<file path="src/rtl/video_mem_pkg.sv">
// Shared constants and types for the video memory time-slot sequencer.
// Defines the slot map of one 16-clock character period and default bases.
// Imported by the sequencer top and the video fetch slot.
package video_mem_pkg;

   // Slot bases within the 16-phase character period
   localparam logic [3:0] CPU_SLOT_A = 4'd0;
   localparam logic [3:0] VRAM_SLOT  = 4'd4;
   localparam logic [3:0] CPU_SLOT_B = 4'd8;
   localparam logic [3:0] CROM_SLOT  = 4'd12;

   // Every slot lasts four clocks; LAST_OFS is the final offset inside a slot
   localparam int         SLOT_LEN = 4;
   localparam logic [1:0] LAST_OFS = 2'(SLOT_LEN - 1);

   // Default physical memory map
   localparam int          DEF_ADDR_WIDTH   = 17;
   localparam logic [16:0] DEF_VRAM_BASE    = 17'h08000;
   localparam logic [16:0] DEF_CHARROM_BASE = 17'h10000;

   // CPU slot activity
   typedef enum logic [1:0] {
      CPU_IDLE  = 2'd0,
      CPU_READ  = 2'd1,
      CPU_WRITE = 2'd2
   } cpu_state_t;

   // True when a phase lies inside the four-clock slot starting at base
   function automatic logic in_slot(input logic [3:0] phase, input logic [3:0] base);
      return phase[3:2] == base[3:2];
   endfunction

endpackage

</file>
<file path="src/rtl/video_fetch_slot.sv">
// One video fetch slot: strobe generation, address mapping and capture timing.
// Latency: strobe rises entering base, address valid base+1, capture entering base+3.
// Backpressure: none; the slot runs on the fixed phase schedule.
module video_fetch_slot
   import video_mem_pkg::*;
#(
   parameter logic [3:0]  BASE         = VRAM_SLOT,
   parameter int          ADDR_WIDTH   = DEF_ADDR_WIDTH,
   parameter logic [ADDR_WIDTH-1:0] VRAM_BASE    = DEF_VRAM_BASE,
   parameter logic [ADDR_WIDTH-1:0] CHARROM_BASE = DEF_CHARROM_BASE
)(
   input  logic                  clk,
   input  logic                  reset_n,
   input  logic [3:0]            next_phase,
   input  logic                  video_en,
   input  logic [11:0]           video_addr,
   output logic                  strobe,
   output logic                  addr_load,
   output logic [ADDR_WIDTH-1:0] addr_map,
   output logic                  oe_next,
   output logic                  capture
);

   logic       slot_next;
   logic [1:0] ofs_next;

   assign slot_next = in_slot(next_phase, BASE);
   assign ofs_next  = next_phase[1:0];

   // The strobe doubles as the "slot enabled" flag: video_en is sampled only
   // at the base edge, so a mid-slot change never truncates the pulse.
   always_ff @(posedge clk or negedge reset_n) begin
      if (!reset_n)
         strobe <= 1'b0;
      else if (!slot_next)
         strobe <= 1'b0;
      else if (ofs_next == 2'd0)
         strobe <= video_en;
   end

   // Address map: bit 11 selects the character ROM image, else video RAM
   always_comb begin
      addr_map = video_addr[11]
               ? CHARROM_BASE + {{(ADDR_WIDTH-11){1'b0}}, video_addr[10:0]}
               : VRAM_BASE    + {{(ADDR_WIDTH-11){1'b0}}, video_addr[10:0]};
   end

   // The generator gets the base phase to settle video_addr before we latch it
   assign addr_load = slot_next && strobe && (ofs_next == 2'd1);
   assign oe_next   = slot_next && strobe && (ofs_next != 2'd0);
   assign capture   = slot_next && strobe && (ofs_next == LAST_OFS);

endmodule

</file>
<file path="src/rtl/video_mem_sequencer.sv">
// Time-slot sequencer sharing one SRAM between CPU and video fetches.
// Latency: CPU ack 4 clocks after grant; grant wait up to 8 clocks.
// Backpressure: cpu_req is a level held until cpu_ack; video never stalls.
module video_mem_sequencer
   import video_mem_pkg::*;
#(
   parameter int ADDR_WIDTH = DEF_ADDR_WIDTH,
   parameter logic [ADDR_WIDTH-1:0] VRAM_BASE    = DEF_VRAM_BASE,
   parameter logic [ADDR_WIDTH-1:0] CHARROM_BASE = DEF_CHARROM_BASE
)(
   input  logic                  clk,
   input  logic                  reset_n,
   input  logic                  video_en,
   input  logic [11:0]           video_addr,
   output logic [7:0]            video_data,
   output logic                  video_ram_strobe,
   output logic                  video_rom_strobe,
   input  logic                  cpu_req,
   input  logic                  cpu_we,
   input  logic [15:0]           cpu_addr,
   input  logic [7:0]            cpu_wdata,
   output logic [7:0]            cpu_rdata,
   output logic                  cpu_ack,
   output logic [ADDR_WIDTH-1:0] mem_addr,
   output logic [7:0]            mem_wdata,
   input  logic [7:0]            mem_rdata,
   output logic                  mem_oe,
   output logic                  mem_we
);

   logic [3:0]            phase;
   logic [3:0]            next_phase;
   cpu_state_t            state;
   cpu_state_t            state_nxt;
   logic                  cpu_slot_next;
   logic                  cpu_grant;
   logic                  cpu_oe_nxt;
   logic                  cpu_we_nxt;
   logic                  cpu_ack_nxt;
   logic                  cpu_rcap;
   logic                  ram_load;
   logic                  rom_load;
   logic                  ram_oe_nxt;
   logic                  rom_oe_nxt;
   logic                  ram_cap;
   logic                  rom_cap;
   logic [ADDR_WIDTH-1:0] ram_addr;
   logic [ADDR_WIDTH-1:0] rom_addr;

   // Every output is registered, so all decisions look at the phase being entered
   assign next_phase = phase + 4'd1;

   // Free-running character-period counter; reset parks it at 15 so the
   // first edge after release enters phase 0, a CPU grant edge.
   always_ff @(posedge clk or negedge reset_n) begin
      if (!reset_n)
         phase <= 4'd15;
      else
         phase <= next_phase;
   end

   // CPU access state register
   always_ff @(posedge clk or negedge reset_n) begin
      if (!reset_n)
         state <= CPU_IDLE;
      else
         state <= state_nxt;
   end

   // CPU slot next-state and per-phase strobes; both CPU slots share this logic
   always_comb begin
      state_nxt   = state;
      cpu_grant   = 1'b0;
      cpu_oe_nxt  = 1'b0;
      cpu_we_nxt  = 1'b0;
      cpu_ack_nxt = 1'b0;
      cpu_rcap    = 1'b0;

      cpu_slot_next = in_slot(next_phase, CPU_SLOT_A) || in_slot(next_phase, CPU_SLOT_B);

      if (!cpu_slot_next) begin
         state_nxt = CPU_IDLE;
      end else if (next_phase[1:0] == 2'd0) begin
         cpu_grant = cpu_req;
         if (!cpu_req)
            state_nxt = CPU_IDLE;
         else if (cpu_we)
            state_nxt = CPU_WRITE;
         else
            state_nxt = CPU_READ;
      end

      case (state_nxt)
         CPU_READ: begin
            cpu_oe_nxt  = (next_phase[1:0] != LAST_OFS);
            cpu_rcap    = (next_phase[1:0] == LAST_OFS);
            cpu_ack_nxt = (next_phase[1:0] == LAST_OFS);
         end
         CPU_WRITE: begin
            cpu_we_nxt  = (next_phase[1:0] == 2'd1);
            cpu_ack_nxt = (next_phase[1:0] == LAST_OFS);
         end
         default: ;
      endcase
   end

   // Memory bus and result registers; CPU and video slots never overlap so
   // the address sources are mutually exclusive in time.
   always_ff @(posedge clk or negedge reset_n) begin
      if (!reset_n) begin
         mem_oe     <= 1'b0;
         mem_we     <= 1'b0;
         cpu_ack    <= 1'b0;
         cpu_rdata  <= 8'h00;
         video_data <= 8'h00;
         mem_addr   <= '0;
         mem_wdata  <= 8'h00;
      end else begin
         mem_oe  <= cpu_oe_nxt | ram_oe_nxt | rom_oe_nxt;
         mem_we  <= cpu_we_nxt;
         cpu_ack <= cpu_ack_nxt;
         if (cpu_rcap)
            cpu_rdata <= mem_rdata;
         if (ram_cap || rom_cap)
            video_data <= mem_rdata;
         if (cpu_grant)
            mem_addr <= {{(ADDR_WIDTH-16){1'b0}}, cpu_addr};
         else if (ram_load)
            mem_addr <= ram_addr;
         else if (rom_load)
            mem_addr <= rom_addr;
         if (cpu_grant && cpu_we)
            mem_wdata <= cpu_wdata;
      end
   end

   video_fetch_slot #(
      .BASE         (VRAM_SLOT),
      .ADDR_WIDTH   (ADDR_WIDTH),
      .VRAM_BASE    (VRAM_BASE),
      .CHARROM_BASE (CHARROM_BASE)
   ) u_ram_slot (
      .clk        (clk),
      .reset_n    (reset_n),
      .next_phase (next_phase),
      .video_en   (video_en),
      .video_addr (video_addr),
      .strobe     (video_ram_strobe),
      .addr_load  (ram_load),
      .addr_map   (ram_addr),
      .oe_next    (ram_oe_nxt),
      .capture    (ram_cap)
   );

   video_fetch_slot #(
      .BASE         (CROM_SLOT),
      .ADDR_WIDTH   (ADDR_WIDTH),
      .VRAM_BASE    (VRAM_BASE),
      .CHARROM_BASE (CHARROM_BASE)
   ) u_rom_slot (
      .clk        (clk),
      .reset_n    (reset_n),
      .next_phase (next_phase),
      .video_en   (video_en),
      .video_addr (video_addr),
      .strobe     (video_rom_strobe),
      .addr_load  (rom_load),
      .addr_map   (rom_addr),
      .oe_next    (rom_oe_nxt),
      .capture    (rom_cap)
   );

endmodule

</file>
<file path="config.mk">
export PLATFORM = sky130hd
export DESIGN_NAME = video_mem_sequencer
export DESIGN_NICKNAME = d
export VERILOG_FILES = /design/src/rtl/video_mem_pkg.sv /design/src/rtl/video_fetch_slot.sv /design/src/rtl/video_mem_sequencer.sv
export SDC_FILE = /design/constraint.sdc
export NUM_CORES = 1
export LEC_CHECK = 0
export CAP_MARGIN = 20
export CORE_AREA = 3 3 102 104
export CTS_BUF_LIST = sky130_fd_sc_hd__clkbuf_2 sky130_fd_sc_hd__clkbuf_4 sky130_fd_sc_hd__clkbuf_8
export CTS_CLUSTER_DIAMETER = 50
export DETAILED_ROUTE_END_ITERATION = 8
export DIE_AREA = 0 0 105 107
export GPL_TIMING_DRIVEN = 0
export HOLD_SLACK_MARGIN = 0.1
export RECOVER_POWER = 100
export SETUP_SLACK_MARGIN = 0.02
export SLEW_MARGIN = 0
export SYNTH_ARGS = -nofsm -noshare
export SYNTH_HDL_FRONTEND = slang
export SYNTH_SLANG_ARGS = --single-unit
</file>
<file path="constraint.sdc">
create_clock -name clk -period 5.3 [get_ports clk]
set_clock_uncertainty 0.1 [all_clocks]
set_input_delay 0.53 -clock clk [delete_from_list [all_inputs] [get_ports clk]]
set_output_delay 0.53 -clock clk [all_outputs]
set_load 0.01 [all_outputs]
</file>
# ---- After elaboration in Yosys (flattened, before gate mapping)
# Cells that the tools add are included.
dict set report word_totals {
  latchBits 0
  regBits 52
  romBits 0
  mem_bits_rw 0
  output_inout_bits 46
  elab_cells 59
  inputBits 49
  memories 0
}
dict set report op_classes {
  n_bitwise 2
  mux 17
  order_cmp 0
  div_mod_pow 0
  multipliers 0
  n_addsub 3
  n_eq_ne 10
  n_shift 0
  n_reduce_logical 16
}
# cell n
set op_table {}
lappend op_table {{2-to-1 mux 17 bit} 4}
lappend op_table {{adder 16 x 11 -> 17 bit (first input constant)} 1}
lappend op_table {{adder 17 x 11 -> 17 bit (first input constant)} 1}
lappend op_table {{logical AND 1 bit} 9}
lappend op_table {{2-to-1 mux 1 bit} 9}
lappend op_table {{== test 2 bit (second input constant)} 4}
lappend op_table {{2-to-1 mux 2 bit} 4}
lappend op_table {{== test 2 x 1 -> 1 bit (second input constant)} 3}
lappend op_table {{inequality test 2 bit (second input constant)} 3}
lappend op_table {{adder 4 x 1 -> 4 bit (second input constant)} 1}
lappend op_table {{zero test 2 bit} 2}
lappend op_table {{nonzero test 3 bit} 1}
lappend op_table {{logical OR 1 bit} 2}
lappend op_table {{OR 1 bit} 2}
lappend op_table {{nonzero test 2 bit} 1}
lappend op_table {{OR reduction 2 bit} 1}

# ---- Depth between registers and ports, before layout
dict set report depth {
  depth_word 8
  depth_mapped 9
  depth_no_buf 8
}

# ---- Modules after synthesis
# A second synthesis with hierarchy kept.
dict set report hier_totals {
  hier_cells 239
  area_unflattened_um2 2707.6
}
# module cells_each n_inst area_per_inst_um2 seq_area_each_um2
set modules_own_cells {}
lappend modules_own_cells {video_mem_sequencer 183 1 2293.4 1256.2}
lappend modules_own_cells {{video_fetch_slot (u_ram_slot)} 28 1 210.2 25.0}
lappend modules_own_cells {{video_fetch_slot (u_rom_slot)} 28 1 203.9 25.0}

# ---- Worst setup path after synthesis
# Ideal clock, no wire load.
dict set report synth_timing {
  path_kind {register to register}
  startpoint {reg phase[1]}
  endpoint {reg cpu_rdata[0]}
  period_less_slack_ps 2671
  path_stages_with_launch 10
  setup_time_ps 125
  path_buffers 1
  required_ps 5075
  setup_slack_ps 2629
  t_arrival_ps 2446
  path_cell_list {dfstp_2 ha_1 xnor2_1 and3_1 buf_2 nand2_1 and2_1 ha_1 nand2_1 mux2_2}
}
dict set report synth_via {
  elab_chain_len 6
  elab_cells_between_ends 10
  classes_between {add/sub: 1; eq/ne: 3; mux: 3; reduce/logical: 3}
}
# element line
set synth_lines {}
lappend synth_lines {{start: declaration} video_mem_sequencer.sv:31} ;# logic [3:0] phase;
lappend synth_lines {{start signal: assignment} video_mem_sequencer.sv:59} ;# phase <= next_phase;
lappend synth_lines {{adder 4 x 1 -> 4 bit (*)} video_mem_sequencer.sv:51} ;# assign next_phase = phase + 4'd1;
lappend synth_lines {{zero test 2 bit (tied with other cells)} video_mem_sequencer.sv:83} ;# end else if (next_phase[1:0] == 2'd0) begin
lappend synth_lines {{2-to-1 mux 2 bit / logical OR 1 bit (equally long branches)} {video_mem_sequencer.sv:83, video_mem_sequencer.sv:79}}
lappend synth_lines {{2-to-1 mux 2 bit} video_mem_sequencer.sv:81} ;# if (!cpu_slot_next) begin
lappend synth_lines {{== test 2 x 1 -> 1 bit} video_mem_sequencer.sv:93} ;# case (state_nxt)
lappend synth_lines {{2-to-1 mux 1 bit (*)} video_mem_sequencer.sv:93}
lappend synth_lines {{end signal: assignment} video_mem_sequencer.sv:123} ;# cpu_rdata <= mem_rdata;
lappend synth_lines {{end: declaration} video_mem_sequencer.sv:22} ;# output logic [7:0] cpu_rdata,
# Every way passes the cells marked *; elsewhere a longest branch is shown, timed or not.
# A chain may end at the register's enable or synchronous reset.

# ---- Worst setup path after layout
dict set report layout_timing {
  startpoint {reg phase[0]}
  endpoint {reg cpu_rdata[6]}
}
# Same word-level chain as after synthesis.

==> metrics.md <==
| Metric | Value |
|---|---|
| Result of the run | `complete, but fails checks` |
| Failing checks | `capacitance limit, slew limit` |
| P_int | `0.000671 W` |
| Sw Share | `24.0%` |
| Gate power share | `17.5%` |
| Share of Yosys cell area claimed by the top area cell type | `50.7%` |
| Antenna-violating nets left | `0` |
| FF+latch count, synth | `52` |
| Initial DRC count | `52` |
| Area of the core | `between 9000 and 10000 um2` |
| Total wire length | `6220 um` |
| Critical path required time | `between 5 and 6 ns` |
| Slew margin rel. | `-12.5%` |
| Seq pwr share | `50.3%` |
| CP Launch Type | `flip-flop` |
| Post-CTS Hold Buffers | `0` |
| Hold_ws | `approximately 0.34 ns` |
| Cell chain of the critical path | `ha_1 > xnor2_1 > and3_1 > clkbuf_1 > nand2_1 > and2_1 > ha_1 > nand2_1 > mux2_2` |
| Synth area leader | `dfrtp_1` |
| Placed Area | `3490 um2` |
| Ant diodes | `0` |
| Die height | `~110 um` |
| Commonest cells in the netlist | `dfrtp_1 (48), mux2_2 (25), nand2_1 (15)` |
| Final setup viols | `0` |
| IO Port Bufs | `94` |
| Final worst path period need | `3.50 ns` |
| Most common cell in the synthesized netlist | `dfrtp_1` |
| CTS tree | `done` |
| Total GRT Usage | `a little over a tenth` |
| Post-Syn Nets | `240` |
| Die ar. | `11200 um2` |
| Synth top area cells | `dfrtp_1 (51%), mux2_2 (12%), a221o_1 (4.6%), o311a_1 (4.6%), dfstp_2 (4.4%)` |
| Crit path kind | `reg2reg` |
| FMAX | `roughly 290 MHz` |
| Routability congestion estimate | `between 0.7 and 0.8` |
| Share of cells above drive strength 1 | `13.9%` |
| Fillers | `1006` |
| Worst skew pair latency | `0.30 ns` |
| Post-CTS Resized | `0` |
| Nets | `between 300 and 400` |
| Max IR drop VDD | `0.000105 V` |
| Number of global-route vias before repair | `1835` |
| Worst-margin pin slew | `1.69 ns` |
| CP endpoint kind | `flip-flop` |
| Area growth, synth to finish | `50.3%` |
| Syn Inst Count | `185` |
| H-tree depth | `2` |
| Worst-path maximum fanout | `10` |
| Final Cell Area | `approximately 3600 um2` |
| Max stage delay cell, worst path | `xnor2_1` |
| Dpl ws | `2.03 ns` |
| Largest net degree at the start of global routing | `33` |
| Top FF cell, synth | `dfrtp_1` |
| Mean post-synth cell area | `12.8 um2` |
| Pleak | `1.65 nW` |
| Post-synth EDFFs | `0` |
| Root Driver | `clkbuf_8` |
| GRT overflow | `0` |
| RSZ-0062 raised after global routing | `no` |
| Clock tree sinks | `52` |
| Final setup TNS | `0 ns` |
| Clock power frac | `about a third` |
| Longest Clk Path Bufs | `2` |
| Initial Util | `24.6%` |
| Max Transition Viols Final | `42` |
| Final-report hold violation count | `0` |
| DR vias/cell | `4.42` |
| Die X | `roughly 110 um` |
| Rows | `36` |
| Crit-path max cell delay | `0.47 ns` |
| Post-synth cell types | `36` |
| Hold Path Class | `in2async` |
| Via Count | `1859` |
| Syn Std Cell Area | `between 2000 and 2500 um2` |
| 1st-pass router iterations | `5` |
| Post-synth ARST share | `100%` |
| Initial antenna violation count | `0` |
| I/O pin count | `95` |
| First-pass GRT wire length | `between 9000 and 10000 um` |
| CP arrival | `3.60 ns` |
| Sw Pwr | `0.000211 W` |
| Avg WL per Cell | `14.8 um` |
| HPWL Detailed | `4630 um` |
| Worst setup margin | `1.80 ns` |
| Setup bufs post-CTS | `0` |
| Final period utilization | `66.0%` |
| CTS Buf Count | `5` |
| Residual DRC | `0` |
| Clock slew at reported path FFs | `0.10 ns` |
| Max_cap viols | `2` |
| Synth Warn # | `0` |
| Power Density | `248 nW/um2` |
| Sequential-to-total area share from yosys stat | `55.1%` |
through the flow:
| step | utilization, % | total power (W) | cells |
|---|---|---|---|
| after floorplan | - | 0.000503 | 185 |
| after global placement | 36.1 | 0.000621 | 412 |
| after detailed placement | 36.2 | 0.000625 | 413 |
| after CTS | 37.4 | 0.000917 | 421 |
| after global routing | 37.0 | 0.000926 | 421 |
| final | 37.0 | 0.000882 | 421 |
routing by layer:
layer	global-route usage (%)	part of all wire, %	routed length (um)
met3	3.67	5.6	349
met1	14.2	45	2800
met4	2.25	0.72	45
met5	0	0	0
met2	17.6	49	3030
cells in the final DEF (no fill, tap or decap), types with 3 or more instances in the layout:
master,instances
dfrtp_1,48
nand3_1,3
nand2_1,15
o21ai_0,5
clkbuf_1,9
dfstp_2,3
ha_1,6
clkdlybuf4s50_1,47
a221o_1,11
mux2_2,25
inv_1,7
and3_1,3
dlygate4sd3_1,46
clkbuf_8,5
nor3_1,3
o311a_1,11
and2_1,12
power by group through the flow:
stage / Clock, W / Sequential (W) / Combinational, W
finish: 0.000284 / 0.000444 / 0.000154
global route: 0.000310 / 0.000448 / 0.000168
CTS: 0.000299 / 0.000446 / 0.000172
detailed placement: 0 / 0.000453 / 0.000171
global placement: 0 / 0.000453 / 0.000168
floorplan: 0 / 0.000469 / 0.0000349
final cells by class:
| type | instances | area [um2] | area share, % |
|---|---|---|---|
| plain buffers | 9 | 36.3 | 1.02 |
| clock buffers | 5 | 68.8 | 1.93 |
| clock inverters | 3 | 46.3 | 1.30 |
| inverters | 7 | 26.3 | 0.737 |
| multi-input cells | 117 | 975 | 27.4 |
| flip-flops and latches | 52 | 1310 | 36.7 |
| well taps | 133 | 166 | 4.67 |
| repair buffers | 95 | 938 | 26.3 |
flip-flops by register name, summed over array words and instances, names as in the netlist:
name               cells
cpu_ack                1
cpu_rdata              8
mem_addr              17
mem_oe                 1
mem_wdata              8
mem_we                 1
phase                  4
state                  2
u_ram_slot.strobe      1
u_rom_slot.strobe      1
video_data             8
logic make-up (layout without fill, tap and decap cells):
family                   count (synthesis)  in the layout  share of synthesized area, %
flip-flops                              52             52                          55.1
AND/OR/NAND/NOR                         46             46                          11.4
AO/OA/AOI/OAI                           36             36                          13.9
multiplexers                            27             27                          12.7
buffers and inverters                   16            119                          3.01
adder cells (fa/ha/maj)                  6              6                          3.17
XOR/XNOR                                 2              2                         0.739
path summary, 6_finish.rpt:
| check | from | end | slack (ns) | depth (start not counted) |
|---|---|---|---|---|
| worst max-delay path | phase[0] | cpu_rdata[6] | 1.80 | 9 |
| worst min-delay path | reset_n | mem_addr[12] | 0.34 | 1 |
| worst max register to register | phase[0] | cpu_rdata[6] | 1.80 | 9 |
| worst min register to register | mem_wdata[5] | mem_wdata[5] | 0.41 | 1 |
| max in group asynchronous | reset_n | mem_wdata[4] | 2.62 | 2 |
| min in group clk | mem_wdata[5] | mem_wdata[5] | 0.41 | 1 |
critical path: cells and delay by family (launching register included):
kind | cells | cell delay, ns
mux | 1 | 0.38
xor+xnor | 1 | 0.47
fa+ha+maj | 2 | 0.45
buf+inv | 1 | 0.37
flops | 1 | 0.43
simple gates | 4 | 1.19
(Power assumes the default switching activity.)
